### src/rtl/serial_tx.sv
// Serial frame transmitter: shifts a variable-length payload out LSB first on w,
// optionally followed by an even-parity bit, then a one-cycle done marker.
module serial_tx #(
  parameter int WIDTH  = 8,
  parameter int PARITY = 0
) (
  input  logic             clk,
  input  logic             reset,
  input  logic             in_valid,
  input  logic [WIDTH-1:0] in_data,
  input  logic [4:0]       in_len,
  output logic             in_ready,
  output logic             w,
  output logic             busy,
  output logic             done,
  output logic [1:0]       state
);

  localparam logic [1:0] IDLE = 2'b00;
  localparam logic [1:0] SEND = 2'b01;
  localparam logic [1:0] PAR  = 2'b10;
  localparam logic [1:0] DONE = 2'b11;

  localparam logic [4:0] LEN_MAX = 5'(WIDTH);

  logic [1:0]       state_q, state_d;
  logic [WIDTH-1:0] shift_q, shift_d;
  logic [4:0]       cnt_q, cnt_d;
  logic             par_q, par_d;
  logic             armed_q;
  logic             accept;
  logic [4:0]       len_clamp;

  assign len_clamp = (in_len > LEN_MAX) ? LEN_MAX : in_len;
  assign accept    = in_ready & in_valid;

  always_comb begin
    state_d = state_q;
    shift_d = shift_q;
    cnt_d   = cnt_q;
    par_d   = par_q;
    case (state_q)
      IDLE: begin
        if (accept) begin
          shift_d = in_data;
          cnt_d   = len_clamp;
          par_d   = 1'b0;
          state_d = (len_clamp == 5'd0) ? DONE : SEND;
        end
      end
      SEND: begin
        shift_d = shift_q >> 1;
        cnt_d   = cnt_q - 5'd1;
        par_d   = par_q ^ shift_q[0];
        if (cnt_q == 5'd1) begin
          state_d = (PARITY != 0) ? PAR : DONE;
        end
      end
      PAR:     state_d = DONE;
      DONE:    state_d = IDLE;
      default: state_d = IDLE;
    endcase
  end

  // armed_q holds off acceptance on the edge that coincides with reset release.
  always_ff @(posedge clk or negedge reset) begin
    if (!reset) begin
      state_q <= IDLE;
      shift_q <= '0;
      cnt_q   <= '0;
      par_q   <= 1'b0;
      armed_q <= 1'b0;
    end else begin
      state_q <= state_d;
      shift_q <= shift_d;
      cnt_q   <= cnt_d;
      par_q   <= par_d;
      armed_q <= 1'b1;
    end
  end

  assign in_ready = (state_q == IDLE) & armed_q;
  assign busy     = (state_q == SEND) | (state_q == PAR);
  assign done     = (state_q == DONE);
  assign state    = state_q;
  assign w        = (state_q == SEND) ? shift_q[0] :
                    (state_q == PAR)  ? par_q      : 1'b0;

endmodule
### config.mk
export PLATFORM = sky130hd
export DESIGN_NAME = serial_tx
export DESIGN_NICKNAME = d
export VERILOG_FILES = /design/src/rtl/serial_tx.sv
export SDC_FILE = /design/constraint.sdc
export NUM_CORES = 1
export LEC_CHECK = 0
export CAP_MARGIN = 30
export CORE_UTILIZATION = 35
export DETAILED_ROUTE_END_ITERATION = 10
export GPL_TIMING_DRIVEN = 0
export PLACE_DENSITY_LB_ADDON = 0.2
export SKIP_LAST_GASP = 1
export SLEW_MARGIN = 25
export SYNTH_ARGS = -nofsm -noshare
export SYNTH_HDL_FRONTEND = slang
export SYNTH_SLANG_ARGS = --single-unit
export TNS_END_PERCENT = 1
### constraint.sdc
create_clock -name clk -period 1.66 [get_ports clk]
set_input_delay 0.166 -clock clk [delete_from_list [all_inputs] [get_ports clk]]
set_output_delay 0.166 -clock clk [all_outputs]
set_load 0.02 [all_outputs]
==> results.py, run 1 <==
metrics = {
    "floorplan": {
        "ioPinCount": 22,
        "rows": 19,
        "dieHeight_um": 58.09,
        "initial_core_util_pct": 38.28,
        "die_w_um": 58.09,
        "die-area_um2": 3374,
        "core_um2": 2877,
    },
    "clock_network": {
        "clock_sinks": 17,
        "cts.reportedPaths.clkPinSlew_ns": 0.11,
        "insertion_delay_ns": 0.30,
        "ctsHtreeMaxLevel": 1,
        "cts_buffer_depth": 2,
        "cts_root_buf": "clkbuf_4",
        "cts_tree": "yes",
        "cts_buffers": 3,
    },
    "synthesis": {
        "synth.distinct_cells": 34,
        "ys_warn_count": 0,
        "ys_seq_area_share_pct": 38.64,
        "synth_area_per_cell_um2": 9.411,
        "synth_nets": 140,
        "synth_area_um2": 1101,
        "synthCells": 117,
        "ys_ff_latch": 17,
    },
    "sta": {
        "setup_viol": 0,
        "worstMarginPinSlew_ns": 0.8334,
        "fin_crit_ns": 1.634,
        "finClkSkew_ns": 0.007563,
        "max_freq_mhz": 612.1,
        "holdWs_ns": 0.3303,
        "max_slew_margin_pct": 44.26,
        "timing.final.hold_violations": 0,
        "tns_ns": 0,
        "rsz0062_at_grt": "yes",
        "fin_crit_sh_pct": 98.42,
        "slew_violations": 0,
    },
    "setup_path": {
        "reg2regPathDepth": 8,
        "r2r-start": "state[0]",
        "crit_arrival_ns": 1.47,
        "reg2reg_setup_slack_ns": 0.05,
        "path_max_fanout": 4,
        "end_kind": "output pin",
        "start_kind": "register",
        "crit_path_start": "state[0]",
        "required_ns": 1.49,
        "rr_endpoint": "shift_q[1]",
        "crit_type": "reg2out",
    },
    "place": {
        "gp_congestion": 0.7347,
        "hpwl_um": 1751,
        "port_buffers": 21,
    },
    "final_layout": {
        "nFillCells": 284,
        "layout_common_cells": "17 x clkdlybuf4s50_1, 15 x dfrtp_1, 13 x nand2_1",
        "drive_above_1_share_pct": 22.30,
        "syn2layout_area_growth_pct": 35.00,
        "nNetsFinal": 172,
        "antenna_cells": 0,
        "postLayoutCoreUtil_pct": 51.67,
        "final_common_cell": "clkdlybuf4s50_1",
    },
    "route": {
        "num_vias": 946,
        "ant_nets": 0,
        "first_pass_iters": 4,
        "drc": 0,
        "wl_per_cell_um": 12.89,
        "dr.first_iter.drc_count": 36,
        "viasPerCell": 4.979,
        "routed_wl_um": 2449,
    },
    "job": {
        "maxCapViolCount": 0,
    },
    "grt": {
        "antenna_found_initial": 0,
        "grt_pass1_vias": 942,
        "grtUsageTotal_pct": 16.10,
        "grt_pass1_wl_um": 4167,
        "grt_max_degree": 20,
        "grt-ovfl-total": 0,
    },
    "power_and_ir_drop": {
        "p_leak_nw": 0.6445,
        "ir_drop_mv": 0.6475,
        "power_mw": 2.835,
        "p_per_area_nw_per_um2": 1907,
    },
    "min_path": {
        "worstHoldPathType": "in2async",
    },
    "run_status": {
        "status": "finished, final reports clean",
    },
}
[cell usage after synthesis]
cell | number | area [um^2]
a211o_1 | 1 | 8.760
a21oi_1 | 4 | 20.02
a21oi_4 | 1 | 16.27
a221oi_2 | 1 | 15.01
a22oi_1 | 1 | 7.510
a22oi_2 | 1 | 12.51
a31o_4 | 1 | 17.52
a31oi_1 | 4 | 25.02
and2_1 | 2 | 12.51
and2b_4 | 1 | 10.01
and3_1 | 2 | 12.51
and4_1 | 1 | 8.760
buf_2 | 1 | 5.000
buf_4 | 1 | 7.510
buf_6 | 3 | 33.78
conb_1 | 1 | 3.750
dfrtp_1 | 17 | 425.4
ha_1 | 7 | 87.58
inv_1 | 6 | 22.52
inv_2 | 2 | 7.510
mux2i_1 | 10 | 100.1
nand2_1 | 14 | 52.55
nand3_1 | 7 | 35.03
nand4_1 | 2 | 12.51
nor2_1 | 5 | 18.77
nor2_2 | 2 | 12.51
nor3_1 | 2 | 10.01
o211ai_1 | 1 | 7.510
o21ai_0 | 1 | 5.000
o21ai_1 | 11 | 55.05
o221ai_1 | 1 | 8.760
o2bb2ai_1 | 1 | 8.760
o311ai_1 | 1 | 8.760
or2_1 | 1 | 6.260
[worst max-delay path by stage]
stage	endpoint	slack [ns]	cells past startpoint
after detailed placement	w	-0.43	7
after global placement	w	-0.41	7
after CTS	w	-0.08	6
after floorplan	w	0.08	5
final	done	0.03	4
after global routing	shift_q[3]	-0.05	8
[kinds of logic (layout without fill, tap and decap cells)]
logic type,count (synthesis),count (layout),share of synthesized area [%]
other cells,1,1,0.3406
fa+ha+maj,7,7,7.954
simple gates,39,39,17.39
compound gates,30,30,19.66
flops,17,17,38.64
buf+inv,13,44,6.932
mux,10,10,9.091
[layout make-up]
| class | count | area, um^2 | area share, % |
|---|---|---|---|
| Inverter | 8 | 30.03 | 2.020 |
| Multi-Input combinational cell | 87 | 628.1 | 42.26 |
| Tap cell | 42 | 52.55 | 3.535 |
| Timing Repair Buffer | 28 | 272.8 | 18.35 |
| Buffer | 4 | 47.55 | 3.199 |
| Sequential cell | 17 | 427.9 | 28.79 |
| Clock buffer | 3 | 22.52 | 1.515 |
| Clock inverter | 1 | 5.005 | 0.3367 |
[sequential cells by signal (all words and copies together) (netlist names)]
| register | cells |
|---|---|
| state | 2 |
| par_q | 1 |
| shift_q | 8 |
| cnt_q | 5 |
| armed_q | 1 |
[metrics by stage]
step | instance area [um^2] | setup slack (ns) | cells
final | 1486 | 0.02623 | 190
after global routing | 1486 | -0.05433 | 190
after CTS | 1409 | -0.07926 | 184
after detailed placement | 1368 | -0.4347 | 180
after global placement | 1368 | -0.4109 | 180
after floorplan | 1105 | 0.07822 | 117
[routing by layer]
layer | routed length [um] | part of all wire, % | up-vias | global-route usage, %
li1 | - | - | 480 | -
met1 | 1189 | 49 | 446 | 20.53
met2 | 1151 | 47 | 18 | 26.77
met3 | 89 | 3.6 | 2 | 2.232
met4 | 17 | 0.69 | 0 | 7.823
met5 | 0 | 0 | - | 0
[repair_timing]
item	4_1_cts	5_1_grt
hold buffers	0	0
setup buffers	1	6
pin swaps	0	1
resized for setup	16	9
setup endpoints to repair	13	12
hold endpoints to repair	0	0
[worst max-delay path: stages, from the launching register on]
cell             delay [ns]
dfrtp_2                0.44
buf_4                  0.14
buf_4                  0.13
ha_1                   0.18
clkdlybuf4s15_1        0.28
[power by group]
part           switching (mW)  internal [mW]
logic                   0.923          0.910
clock network           0.146         0.0898
registers               0.162          0.605
total                    1.23           1.60
Power figures use the tool's default switching activity.
==> run 2, diff against run 1 <==
--- a/config.mk
+++ b/config.mk
@@ -5,7 +5,7 @@
 export SDC_FILE = /design/constraint.sdc
 export NUM_CORES = 1
 export LEC_CHECK = 0
-export CAP_MARGIN = 30
+export CAP_MARGIN = 20
 export CORE_UTILIZATION = 35
 export DETAILED_ROUTE_END_ITERATION = 10
 export GPL_TIMING_DRIVEN = 0
==> results of run 2 <==
Same layout as run 1: the final DEF is identical, and so are final timing and power.
==> run 3, diff against run 2 <==
--- a/config.mk
+++ b/config.mk
@@ -6,6 +6,7 @@
 export NUM_CORES = 1
 export LEC_CHECK = 0
 export CAP_MARGIN = 20
+export CORE_MARGIN = 2
 export CORE_UTILIZATION = 35
 export DETAILED_ROUTE_END_ITERATION = 10
 export GPL_TIMING_DRIVEN = 0
==> results.py, run 3 (same netlist as run 1, synthesis figures left out) <==
metrics = {
    "sta": {
        "rsz0062_at_grt": "yes",
        "fin_crit_sh_pct": 100.4,
        "final.setup.worst_slack_ns": -0.007334,
        "fin_crit_ns": 1.667,
        "finClkSkew_ns": 0.003148,
        "setup_viol": 3,
        "max_slew_margin_pct": 46.77,
        "timing.final.hold_violations": 0,
        "slew_violations": 0,
        "worstMarginPinSlew_ns": 0.7960,
        "max_freq_mhz": 599.8,
    },
    "place": {
        "pre_cts_slack_ns": -0.4466,
        "gp_congestion": 0.7939,
        "dpl_cell_area_um2": 1370,
        "hpwl_um": 1832,
        "port_buffers": 21,
    },
    "clock_network": {
        "insertion_delay_ns": 0.30,
        "holdBufCountCts": 0,
        "cts_root_buf": "clkbuf_4",
        "cts_tree": "yes",
        "cts_buffers": 3,
        "clock_sinks": 17,
        "cts.reportedPaths.clkPinSlew_ns": 0.11,
        "cts_buffer_depth": 2,
        "ctsHtreeMaxLevel": 1,
    },
    "route": {
        "routed_wl_um": 2450,
        "first_pass_iters": 4,
        "wl_per_cell_um": 12.76,
        "drc": 0,
        "viasPerCell": 4.979,
        "dr.first_iter.drc_count": 40,
        "ant_nets": 0,
        "num_vias": 956,
    },
    "setup_path": {
        "path_max_fanout": 10,
        "path_cells": "inv_1, ha_1, buf_4, and2_1, clkbuf_2",
        "start_kind": "register",
        "rr_endpoint": "cnt_q[0]",
        "crit_arrival_ns": 1.50,
        "reg2reg_setup_slack_ns": -0.007,
        "crit_type": "reg2out",
        "slowest_stage": "dfrtp_2",
        "max_stage_delay_ns": 0.46,
        "crit_end": "in_ready",
        "r2r-start": "state[0]",
        "end_kind": "output pin",
        "reg2regPathDepth": 7,
        "crit_path_start": "state[0]",
        "required_ns": 1.49,
    },
    "final_layout": {
        "drive_above_1_share_pct": 20.95,
        "final_common_cell": "clkdlybuf4s50_1",
        "nFillCells": 312,
        "layout_common_cells": "17 x clkdlybuf4s50_1, 15 x dfrtp_1, 14 x nand2_1",
        "postLayoutCoreUtil_pct": 48.31,
        "syn2layout_area_growth_pct": 32.84,
        "largest_reg_flops": 8,
        "seq_area_um2": 427.9,
        "top_register": "shift_q",
        "fin_area_um2": 1463,
        "antenna_cells": 0,
        "nNetsFinal": 172,
        "multi_input_area_um2": 615.6,
    },
    "power_and_ir_drop": {
        "seqPwrFrac_pct": 28.1,
        "combPwrFrac_pct": 63.3,
        "internal-power_mw": 1.558,
        "p_per_area_nw_per_um2": 1883,
        "p_leak_nw": 0.6459,
        "p_clk_share_pct": 8.6,
        "ir_drop_mv": 0.6318,
        "power_mw": 2.755,
        "power_switching_mw": 1.197,
        "switching_share_pct": 43.44,
    },
    "grt": {
        "grt-ovfl-total": 0,
        "grt_pass1_wl_um": 4036,
        "grt-busiest-layer": "met2",
        "antenna_found_initial": 0,
        "grt_util_met3_pct": 2.165,
        "grtUsageMet1_pct": 18.98,
        "met2_usage_pct": 26.09,
        "grt_pass1_vias": 904,
        "grt_max_degree": 18,
        "grtUsageTotal_pct": 15.14,
    },
    "floorplan": {
        "core_um2": 3028,
        "die-area_um2": 3611,
        "initial_core_util_pct": 36.36,
        "ioPinCount": 22,
        "die_w_um": 60.09,
        "dieHeight_um": 60.09,
        "rows": 20,
    },
    "job": {
        "maxCapViolCount": 0,
    },
    "min_path": {
        "worstHoldPathType": "in2async",
    },
    "run_status": {
        "violations": "setup timing",
        "status": "finished, violations left",
    },
}
-- run 3: worst min-delay path by stage --
stage                from          to  slack, ns  depth (start not counted)
6_report            reset     armed_q       0.32                          1
2_1_floorplan       reset     armed_q      -0.13                          0
5_1_grt             reset  shift_q[0]       0.36                          1
3_3_place_gp   shift_q[2]  shift_q[2]       0.47                          2
3_5_place_dp   shift_q[5]  shift_q[5]       0.48                          2
4_1_cts             reset  shift_q[1]       0.34                          1
-- run 3: what timing repair did --
| action | 4_1_cts | 5_1_grt |
|---|---|---|
| gates resized for setup | 10 | 5 |
| pin swaps | 0 | 1 |
| setup endpoints to repair | 13 | 13 |
| buffers inserted | 1 | 6 |
-- run 3: area by class of cell --
class	count	area share (%)
Buffer	4	2.994
Clock buffer	3	1.540
Clock inverter	1	0.5133
Inverter	8	2.053
Multi-Input combinational cell	87	42.09
Sequential cell	17	29.26
Tap cell	44	3.764
Timing Repair Buffer	28	17.79
-- run 3: power by group through the flow --
stage / Combinational, mW / Sequential [mW] / Clock (mW)
final: 1.74 / 0.774 / 0.238
after floorplan: 1.18 / 0.770 / 0
after CTS: 1.64 / 0.772 / 0.248
after detailed placement: 1.60 / 0.785 / 0
after global routing: 1.94 / 0.800 / 0.265
after global placement: 1.56 / 0.775 / 0
-- run 3: per-stage QoR --
stage               std cells  hold slack, ns  TNS [ns]
finish                    192          0.3183  -0.01336
global route              192          0.3625    -1.000
CTS                       187          0.3440   -0.6333
detailed placement        182          0.4787   -0.7785
global placement          182          0.4658   -0.5338
floorplan                 117         -0.1296         0
-- run 3: layer usage --
metal  part of all wire [%]  vias up
li1                       -      479
met1                     48      454
met2                     47       19
met3                    3.5        4
met4                    1.1        0
met5                      0        -
-- run 3: critical path, delay by kind of cell (launching register included) --
kind	cells	cell delay [ns]
fa+ha+maj	1	0.21
simple gates	1	0.14
buf+inv	3	0.40
flops	1	0.46
